<file path="config.mk">
export PLATFORM = sky130hd
export DESIGN_NAME = pwm_multichannel_flat
export DESIGN_NICKNAME = d
export VERILOG_FILES = /design/src/rtl/pwm_multichannel_if.sv /design/src/rtl/pwm_multichannel.sv /design/src/flat_wrapper.sv
export SDC_FILE = /design/constraint.sdc
export NUM_CORES = 1
export LEC_CHECK = 0
export BUFFER_PORTS_ARGS = -buffer_cell sky130_fd_sc_hd__buf_2
export CAP_MARGIN = 0
export CORE_MARGIN = 8
export CORE_UTILIZATION = 47
export CTS_CLUSTER_DIAMETER = 60
export DETAILED_ROUTE_END_ITERATION = 10
export GPL_TIMING_DRIVEN = 0
export PLACE_DENSITY = 0.66
export SYNTH_ARGS = -nofsm -noshare
export SYNTH_HDL_FRONTEND = slang
export SYNTH_SLANG_ARGS = --single-unit
</file>
<file path="constraint.sdc">
create_clock -name clk -period 2.4 [get_ports clk]
set_input_delay 0.36 -clock clk [delete_from_list [all_inputs] [get_ports clk]]
set_output_delay 0.36 -clock clk [all_outputs]
set_load 0.03 [all_outputs]
</file>
<file path="src/rtl/pwm_multichannel_if.sv">
// Control/observation bundle for pwm_multichannel: run/mode controls, raw buttons,
// channel select and the PWM outputs with their period marker.
interface pwm_multichannel_if #(
    parameter int unsigned N_CH  = 2,
    parameter int unsigned CNT_W = 4,
    parameter int unsigned SEL_W = 1
);
    logic                 enable;
    logic                 mode;
    logic [SEL_W-1:0]     ch_sel;
    logic                 inc_btn;
    logic                 dec_btn;
    logic [N_CH-1:0]      pwm_out;
    logic                 period_start;
    logic [CNT_W-1:0]     duty_o;

    modport master (
        output enable, mode, ch_sel, inc_btn, dec_btn,
        input  pwm_out, period_start, duty_o
    );

    modport slave (
        input  enable, mode, ch_sel, inc_btn, dec_btn,
        output pwm_out, period_start, duty_o
    );
endinterface

</file>
<file path="src/rtl/pwm_multichannel.sv">
// N-channel PWM generator sharing one period counter; per-channel duty is trimmed
// by debounced buttons and shadow-loaded at period boundaries so outputs never glitch.
module pwm_multichannel #(
    parameter int unsigned N_CH       = 2,
    parameter int unsigned CNT_W      = 4,
    parameter int unsigned PERIOD     = 10,
    parameter int unsigned STEP       = 1,
    parameter int unsigned DEB_CYCLES = 4,
    parameter int unsigned RESET_DUTY = 5,
    parameter int unsigned SEL_W      = 1
) (
    input  logic             clk,
    input  logic             rst_n,
    pwm_multichannel_if.slave bus
);
    localparam int unsigned EXT_W = CNT_W + 1;
    localparam int unsigned DEB_W = $clog2(DEB_CYCLES);

    // Button path: index 0 = increment, index 1 = decrement
    logic [1:0]            btn_raw_c;
    logic [1:0]            btn_sync1;
    logic [1:0]            btn_sync2;
    logic [1:0]            deb_lvl;
    logic [1:0]            deb_prev;
    logic [1:0][DEB_W-1:0] deb_cnt;
    logic [1:0]            press_c;
    logic                  inc_p_c;
    logic                  dec_p_c;

    logic [N_CH-1:0][CNT_W-1:0] duty_reg;
    logic [N_CH-1:0][CNT_W-1:0] duty_nxt_c;
    logic [N_CH-1:0][CNT_W-1:0] active_duty;
    logic                       active_mode;
    logic [CNT_W-1:0]           duty_sel_c;

    logic [CNT_W-1:0]  cnt;
    logic              cnt_last_c;
    logic [N_CH-1:0]   level_c;
    logic [N_CH-1:0]   pwm_q;
    logic              period_start_q;

    function automatic logic [CNT_W-1:0] sat_inc(input logic [CNT_W-1:0] d);
        logic [EXT_W-1:0] s;
        s = EXT_W'(d) + EXT_W'(STEP);
        return (s > EXT_W'(PERIOD)) ? CNT_W'(PERIOD) : s[CNT_W-1:0];
    endfunction

    // A borrow into the extra top bit means the result went below zero
    function automatic logic [CNT_W-1:0] sat_dec(input logic [CNT_W-1:0] d);
        logic [EXT_W-1:0] s;
        s = EXT_W'(d) - EXT_W'(STEP);
        return s[CNT_W] ? CNT_W'(0) : s[CNT_W-1:0];
    endfunction

    function automatic logic pwm_level(input logic [CNT_W-1:0] d,
                                       input logic [CNT_W-1:0] c,
                                       input logic             center);
        logic [EXT_W-1:0] de;
        logic [EXT_W-1:0] ce;
        logic [EXT_W-1:0] lo;
        de = EXT_W'(d);
        ce = EXT_W'(c);
        lo = (EXT_W'(PERIOD) - de) >> 1;
        return center ? ((ce >= lo) && (ce < (lo + de))) : (ce < de);
    endfunction

    assign btn_raw_c = {bus.dec_btn, bus.inc_btn};

    // Synchronise, then accept a new level only after DEB_CYCLES stable differing samples
    always_ff @(posedge clk or negedge rst_n) begin
        if (!rst_n) begin
            btn_sync1 <= '0;
            btn_sync2 <= '0;
            deb_lvl   <= '0;
            deb_prev  <= '0;
            deb_cnt   <= '0;
        end else begin
            btn_sync1 <= btn_raw_c;
            btn_sync2 <= btn_sync1;
            deb_prev  <= deb_lvl;
            for (int unsigned b = 0; b < 2; b++) begin
                if (btn_sync2[b] == deb_lvl[b]) begin
                    deb_cnt[b] <= '0;
                end else if (deb_cnt[b] == DEB_W'(DEB_CYCLES - 1)) begin
                    deb_lvl[b] <= btn_sync2[b];
                    deb_cnt[b] <= '0;
                end else begin
                    deb_cnt[b] <= deb_cnt[b] + DEB_W'(1);
                end
            end
        end
    end

    assign press_c = deb_lvl & ~deb_prev;
    assign inc_p_c = press_c[0] & ~press_c[1];
    assign dec_p_c = press_c[1] & ~press_c[0];

    // Route presses to the selected channel; out-of-range selects read 0 and do nothing
    always_comb begin
        duty_nxt_c = duty_reg;
        duty_sel_c = '0;
        for (int unsigned ch = 0; ch < N_CH; ch++) begin
            if (32'(bus.ch_sel) == ch) begin
                duty_sel_c = duty_reg[ch];
                if (inc_p_c) begin
                    duty_nxt_c[ch] = sat_inc(duty_reg[ch]);
                end else if (dec_p_c) begin
                    duty_nxt_c[ch] = sat_dec(duty_reg[ch]);
                end
            end
        end
    end

    assign bus.duty_o = duty_sel_c;
    assign cnt_last_c = (cnt == CNT_W'(PERIOD - 1));

    always_comb begin
        level_c = '0;
        for (int unsigned ch = 0; ch < N_CH; ch++) begin
            level_c[ch] = pwm_level(active_duty[ch], cnt, active_mode);
        end
    end

    // Counter, shadow registers and registered outputs
    always_ff @(posedge clk or negedge rst_n) begin
        if (!rst_n) begin
            cnt            <= '0;
            duty_reg       <= {N_CH{CNT_W'(RESET_DUTY)}};
            active_duty    <= {N_CH{CNT_W'(RESET_DUTY)}};
            active_mode    <= 1'b0;
            pwm_q          <= '0;
            period_start_q <= 1'b0;
        end else begin
            duty_reg <= duty_nxt_c;
            if (bus.enable) begin
                cnt <= cnt_last_c ? '0 : cnt + CNT_W'(1);
            end else begin
                cnt <= '0;
            end
            if (!bus.enable || cnt_last_c) begin
                active_duty <= duty_reg;
                active_mode <= bus.mode;
            end
            pwm_q          <= bus.enable ? level_c : '0;
            period_start_q <= bus.enable && (cnt == '0);
        end
    end

    assign bus.pwm_out      = pwm_q;
    assign bus.period_start = period_start_q;
endmodule

</file>
<file path="src/flat_wrapper.sv">
// flat-port wrapper written by rule: the top's interface ports become plain ports
module pwm_multichannel_flat 
#(
    parameter int unsigned N_CH       = 2,
    parameter int unsigned CNT_W      = 4,
    parameter int unsigned PERIOD     = 10,
    parameter int unsigned STEP       = 1,
    parameter int unsigned DEB_CYCLES = 4,
    parameter int unsigned RESET_DUTY = 5,
    parameter int unsigned SEL_W      = 1
)
  (clk, rst_n, bus_enable, bus_mode, bus_ch_sel, bus_inc_btn, bus_dec_btn, bus_pwm_out, bus_period_start, bus_duty_o);
  pwm_multichannel_if #(.N_CH(N_CH), .CNT_W(CNT_W), .SEL_W(SEL_W)) bus_i ();
  input  logic clk;
  input  logic rst_n;
  input wire logic [$bits(bus_i.enable)-1:0] bus_enable;
  input wire logic [$bits(bus_i.mode)-1:0] bus_mode;
  input wire logic [$bits(bus_i.ch_sel)-1:0] bus_ch_sel;
  input wire logic [$bits(bus_i.inc_btn)-1:0] bus_inc_btn;
  input wire logic [$bits(bus_i.dec_btn)-1:0] bus_dec_btn;
  output wire logic [$bits(bus_i.pwm_out)-1:0] bus_pwm_out;
  output wire logic [$bits(bus_i.period_start)-1:0] bus_period_start;
  output wire logic [$bits(bus_i.duty_o)-1:0] bus_duty_o;
  assign bus_i.enable = bus_enable;
  assign bus_i.mode = bus_mode;
  assign bus_i.ch_sel = bus_ch_sel;
  assign bus_i.inc_btn = bus_inc_btn;
  assign bus_i.dec_btn = bus_dec_btn;
  assign bus_pwm_out = bus_i.pwm_out;
  assign bus_period_start = bus_i.period_start;
  assign bus_duty_o = bus_i.duty_o;
  pwm_multichannel #(.N_CH(N_CH), .CNT_W(CNT_W), .PERIOD(PERIOD), .STEP(STEP), .DEB_CYCLES(DEB_CYCLES), .RESET_DUTY(RESET_DUTY), .SEL_W(SEL_W)) u_core (.clk(clk), .rst_n(rst_n), .bus(bus_i));
endmodule
</file>
# After elaboration in Yosys (flattened, before gate mapping)
# Cells that the tools add are included.
# Widths: inputs -> output; s select.
dict set report word_totals {
  register_bits 36
  input_bits 7
  output_inout_bits 7
  elab_cells 77
}
dict set report op_classes {
  add_sub_neg 11
  n_lt_le_gt_ge 8
  n_eq_ne 5
  n_mux 18
  bitwise 9
  reduce_logical 11
}
# cell count
set op_table {}
lappend op_table {{$mux 4} 11}
lappend op_table {{$add 4x1->5 const B} 2}
lappend op_table {{$add 4x4->5} 2}
lappend op_table {{$gt 5x4->1 const B} 2}
lappend op_table {{$lt 4x5->1} 2}
lappend op_table {{$mux 2} 5}
lappend op_table {{$sub 4x1->5 const B} 2}
lappend op_table {{$sub 4x4->5 const A} 2}
lappend op_table {{$ge 4x4->1} 2}
lappend op_table {{$lt 4x4->1} 2}
lappend op_table {{$reduce_and 2->1} 4}
lappend op_table {{$not 1->1} 5}
lappend op_table {{$add 2x1->2 const B} 2}
lappend op_table {{$add 4x1->4 const B} 1}
lappend op_table {{$eq 2x2->1 const B} 2}
lappend op_table {{$eq 4x4->1 const B} 1}
lappend op_table {{$logic_not 4->1} 1}
lappend op_table {{$logic_and 1x1->1} 3}
lappend op_table {{$and 1x1->1} 2}
lappend op_table {{$and 2x2->2} 1}
lappend op_table {{$eq 1x1->1} 2}
lappend op_table {{$mux 1} 2}
lappend op_table {{$not 2->2} 1}
lappend op_table {{$reduce_bool 2->1} 1}
lappend op_table {{2 further kinds} 2}

# Depth between registers and ports, before layout
dict set report logic_depth {
  ltp_word 6
  mapped_depth 11
  ltp_nobuf 11
}

# Worst setup path after synthesis
# No wires, ideal clock.
dict set report synth_timing {
  kind {register to register}
  start {register u_core.active_duty[4] in the netlist's numbering}
  end {register u_core.pwm_q[1] (netlist: u_core.bus.pwm_out[1])}
  setup_ns 0.066
  arrival_time_ns 2.441
  required_time_ns 2.334
  slack_ns -0.108
  path_stages_with_launch 11
  path_buffers 0
  period_less_slack_ns 2.508
  path_cell_list {dfstp_2 ha_1 xor2_1 inv_1 fa_1 xor2_1 ha_1 a21oi_1 nor2b_1 o311ai_1 o311a_1}
}
dict set report synth_between {
  elab_chain_cells 6
  elab_cells_between_ends 8
  classes_between {add/sub (2); order compare (3); mux (2); reduce/logical (1)}
}
# item line_no
set synth_rtl {}
lappend synth_rtl {{start, declared} pwm_multichannel.sv:32} ;# logic [N_CH-1:0][CNT_W-1:0] active_duty;
lappend synth_rtl {{start signal, assigned} pwm_multichannel.sv:129} ;# active_duty <= {N_CH{CNT_W'(RESET_DUTY)}};
lappend synth_rtl {{start signal, assigned} pwm_multichannel.sv:141} ;# active_duty <= duty_reg;
lappend synth_rtl {{$sub 4x4->5} pwm_multichannel.sv:63} ;# lo = (EXT_W'(PERIOD) - de) >> 1;
lappend synth_rtl {{$add 4x4->5} pwm_multichannel.sv:64} ;# return center ? ((ce >= lo) && (ce < (lo + de))) : (ce < de);
lappend synth_rtl {{$lt 4x5->1} pwm_multichannel.sv:64}
lappend synth_rtl {{$logic_and 1x1->1} pwm_multichannel.sv:64}
lappend synth_rtl {{$mux 1 *} pwm_multichannel.sv:64}
lappend synth_rtl {{$mux 2 *} pwm_multichannel.sv:144} ;# pwm_q <= bus.enable ? level_c : '0;
lappend synth_rtl {{end signal, assigned} pwm_multichannel.sv:144}
lappend synth_rtl {{end, declared} pwm_multichannel.sv:39} ;# logic [N_CH-1:0] pwm_q;
# Every way passes the cells marked *; elsewhere a longest branch is shown, timed or not.
# A chain may end at the register's enable or synchronous reset.

# Final worst setup path
# Ends and elaborated chain as after synthesis.

==> flow_summary.json <==
{
  "cts_tree": "built",
  "place_inst": 359,
  "syn_area_per_cell_sq_um": 9.640,
  "syn_nets": 323,
  "row_count": 27,
  "cts_hold_buf": 0,
  "setup_viol": 2,
  "vias_per_cell": 5.386,
  "grt_first_pass_wirelength_mm": 9.073,
  "power.density_nw_per_um2": 1288,
  "wl_met2_mm": 2.523,
  "timing.final.ws_setup_ns": -0.1713,
  "peakVddDrop_mv": 0.6406,
  "wl_mm": 5.260,
  "area_growth_pct": 14.45,
  "drive_gt1_share_pct": 23.26,
  "ys_seq_area_share_pct": 34.49,
  "synth_edf_count": 0,
  "cp-end-kind": "flip-flop",
  "core-area_sq_um": 5473,
  "layout_common_cells": "ha_1 (37), dfrtp_1 (28), inv_1 (24)",
  "drcViolationCount": 0,
  "grt_pass1_vias": 2028,
  "clkSinkCount": 36,
  "netlist.top_cell.by_area": "dfrtp_1",
  "routedWlPerCell_um": 14.10,
  "ys_seq_elements": 36,
  "outcome": "complete, but fails checks",
  "grt_start_max_net_pins": 37,
  "maxCapViolations": 0,
  "final.period_utilization_pct": 107.1,
  "layout.cells.non_filler": 373,
  "rsz0062_at_grt": "yes",
  "place.gp.congestion": 0.7835,
  "final_common_cell": "ha_1",
  "synthFlopType": "dfrtp_1",
  "met3_wirelength_um": 189,
  "crit_start": "u_core.active_duty[4]",
  "crit_arrival_ns": 2.80,
  "clk_latency_ns": 0.30,
  "hp-class": "in -> async",
  "crit_fanout": 4,
  "fmax_mhz": 388.9,
  "met1_length_mm": 2.492,
  "numPortBuffers": 13,
  "drv_slew": 0,
  "max-slew-margin-rel_pct": 47.60,
  "hpwl_mm": 3.776,
  "antenna_found_initial": 0,
  "critPathKind": "reg -> reg",
  "yosys.cell_types.count": 49,
  "async_reset_ff_share_pct": 100.0,
  "violations": "setup timing",
  "highest_layer": "met4",
  "worst_slew_pin_slew_ns": 0.7860,
  "die_y_um": 90.97,
  "ios": 14,
  "num_vias": 2009,
  "h-tree-depth": 2,
  "ant_nets": 0,
  "finClkSkew_ns": 0.008306,
  "yosys_warnings": 0,
  "cts_root_buf": "clkbuf_8",
  "numCtsBuffers": 5,
  "startpoint_type": "flip-flop",
  "drtPass1Iterations": 4,
  "critPathRequiredTime_ns": 2.63,
  "pre_cts_ws_ns": -0.3171,
  "syn_inst": 274,
  "fin_crit_ns": 2.571,
  "timing.rr.start": "u_core.active_duty[4]",
  "initial_utilization_pct": 48.26,
  "hold_viol_final": 0,
  "dieWidth_um": 90.97,
  "insertedDiodeCount": 0,
  "p_leak_nw": 1.404,
  "cts.path.max_buffers": 2,
  "synthTopCellsByArea": "dfrtp_1 (27%), ha_1 (19%), dfstp_2 (8.0%), o21ai_0 (4.5%), inv_1 (3.4%)",
  "grt-ovfl-total": 0,
  "drtIter0Drc": 93,
  "track_usage_pct": 13.00,
  "nets": 349,
  "clk_pin_slew_ns": 0.08,
  "yosysTopAreaCellShare_pct": 26.53,
  "synth_area_sq_um": 2641,
  "dieArea_sq_um": 8275
}
-- worst max-delay path: stages, from the launching register on --
cell      delay [ns]
dfstp_2         0.58
ha_4            0.15
xor2_2          0.15
inv_1           0.10
fa_2            0.36
xor2_1          0.15
ha_1            0.30
a21oi_2         0.18
nor2b_4         0.06
o311ai_2        0.27
o311a_1         0.20
-- layer usage --
| layer | vias up | track usage [%] |
|---|---|---|
| met1 | 958 | 16.34 |
| met2 | 32 | 21.10 |
| met3 | 8 | 3.951 |
| li1 | 1011 | - |
| met5 | - | 0 |
| met4 | 0 | 3.547 |
-- through the flow --
step	power (mW)	area, sq um	utilization [%]	hold WS (ns)	setup TNS (ns)
2_1_floorplan	2.762	2681	-	0.06441	-0.01184
3_3_place_gp	3.163	2836	51.83	0.3326	-0.4069
3_5_place_dp	3.239	2836	51.83	0.3418	-0.5200
4_1_cts	3.791	2983	54.50	0.1546	-0.2893
5_1_grt	4.260	3023	55.24	0.1453	-0.4473
6_report	3.894	3023	55.24	0.1438	-0.1978
-- synthesized netlist by cell type, drive strengths merged (2+ instances only) --
library cell	count
nand2b	7
o21bai	2
dfstp	8
a31o	3
xnor2	9
o21ai	24
a211oi	2
a21oi	15
nor2b	10
mux2	6
fa	2
nor2	13
nand2	16
a31oi	4
or3	2
nor3	10
dfrtp	28
buf	8
nor3b	3
mux2i	2
ha	40
o211ai	3
inv	24
or2b	2
nand3	5
a21o	4
a2111oi	2
xor2	6
-- where the power goes --
group	internal, mW	switching (mW)	total (mW)
sequential	0.843	0.201	1.04
combinational	1.13	1.27	2.40
clock	0.206	0.242	0.447
-- cell families (layout without fill, tap and decap cells) --
family,count (synthesis),after routing,synth area share (%)
mux,8,8,3.316
fa+ha+maj,42,42,20.46
xor+xnor,15,15,4.974
simple gates,72,72,14.02
flops,36,36,34.49
compound gates,68,68,16.53
buf+inv,33,60,6.205
-- final timing paths --
check	end	slack (ns)	cells past startpoint
worst max-delay path	u_core.bus.pwm_out[1]	-0.17	10
worst min-delay path	u_core.bus.pwm_out[1]	0.14	1
worst max register to register	u_core.bus.pwm_out[1]	-0.17	10
worst min register to register	u_core.btn_sync2[1]	0.36	0
max in group asynchronous	u_core.deb_cnt[1]	1.76	1
min in group clk	u_core.btn_sync1[0]	0.16	1
-- area by class of cell --
cell class	count	area, sq um
clock inverter	3	23.77
timing repair buffer	19	113.9
clock buffer	5	68.82
fill	507	2450
buffer	9	73.82
multi-input combinational	205	1652
sequential	36	910.9
tap	72	90.09
inverter	24	90.09
-- repair_timing --
action                                  CTS  global route
pin swaps                                 9             7
endpoints found under the setup margin    2             2
buffers inserted                          5             1
gates resized for setup                   4             7
Note: power is estimated with default switching activity, not from simulation.
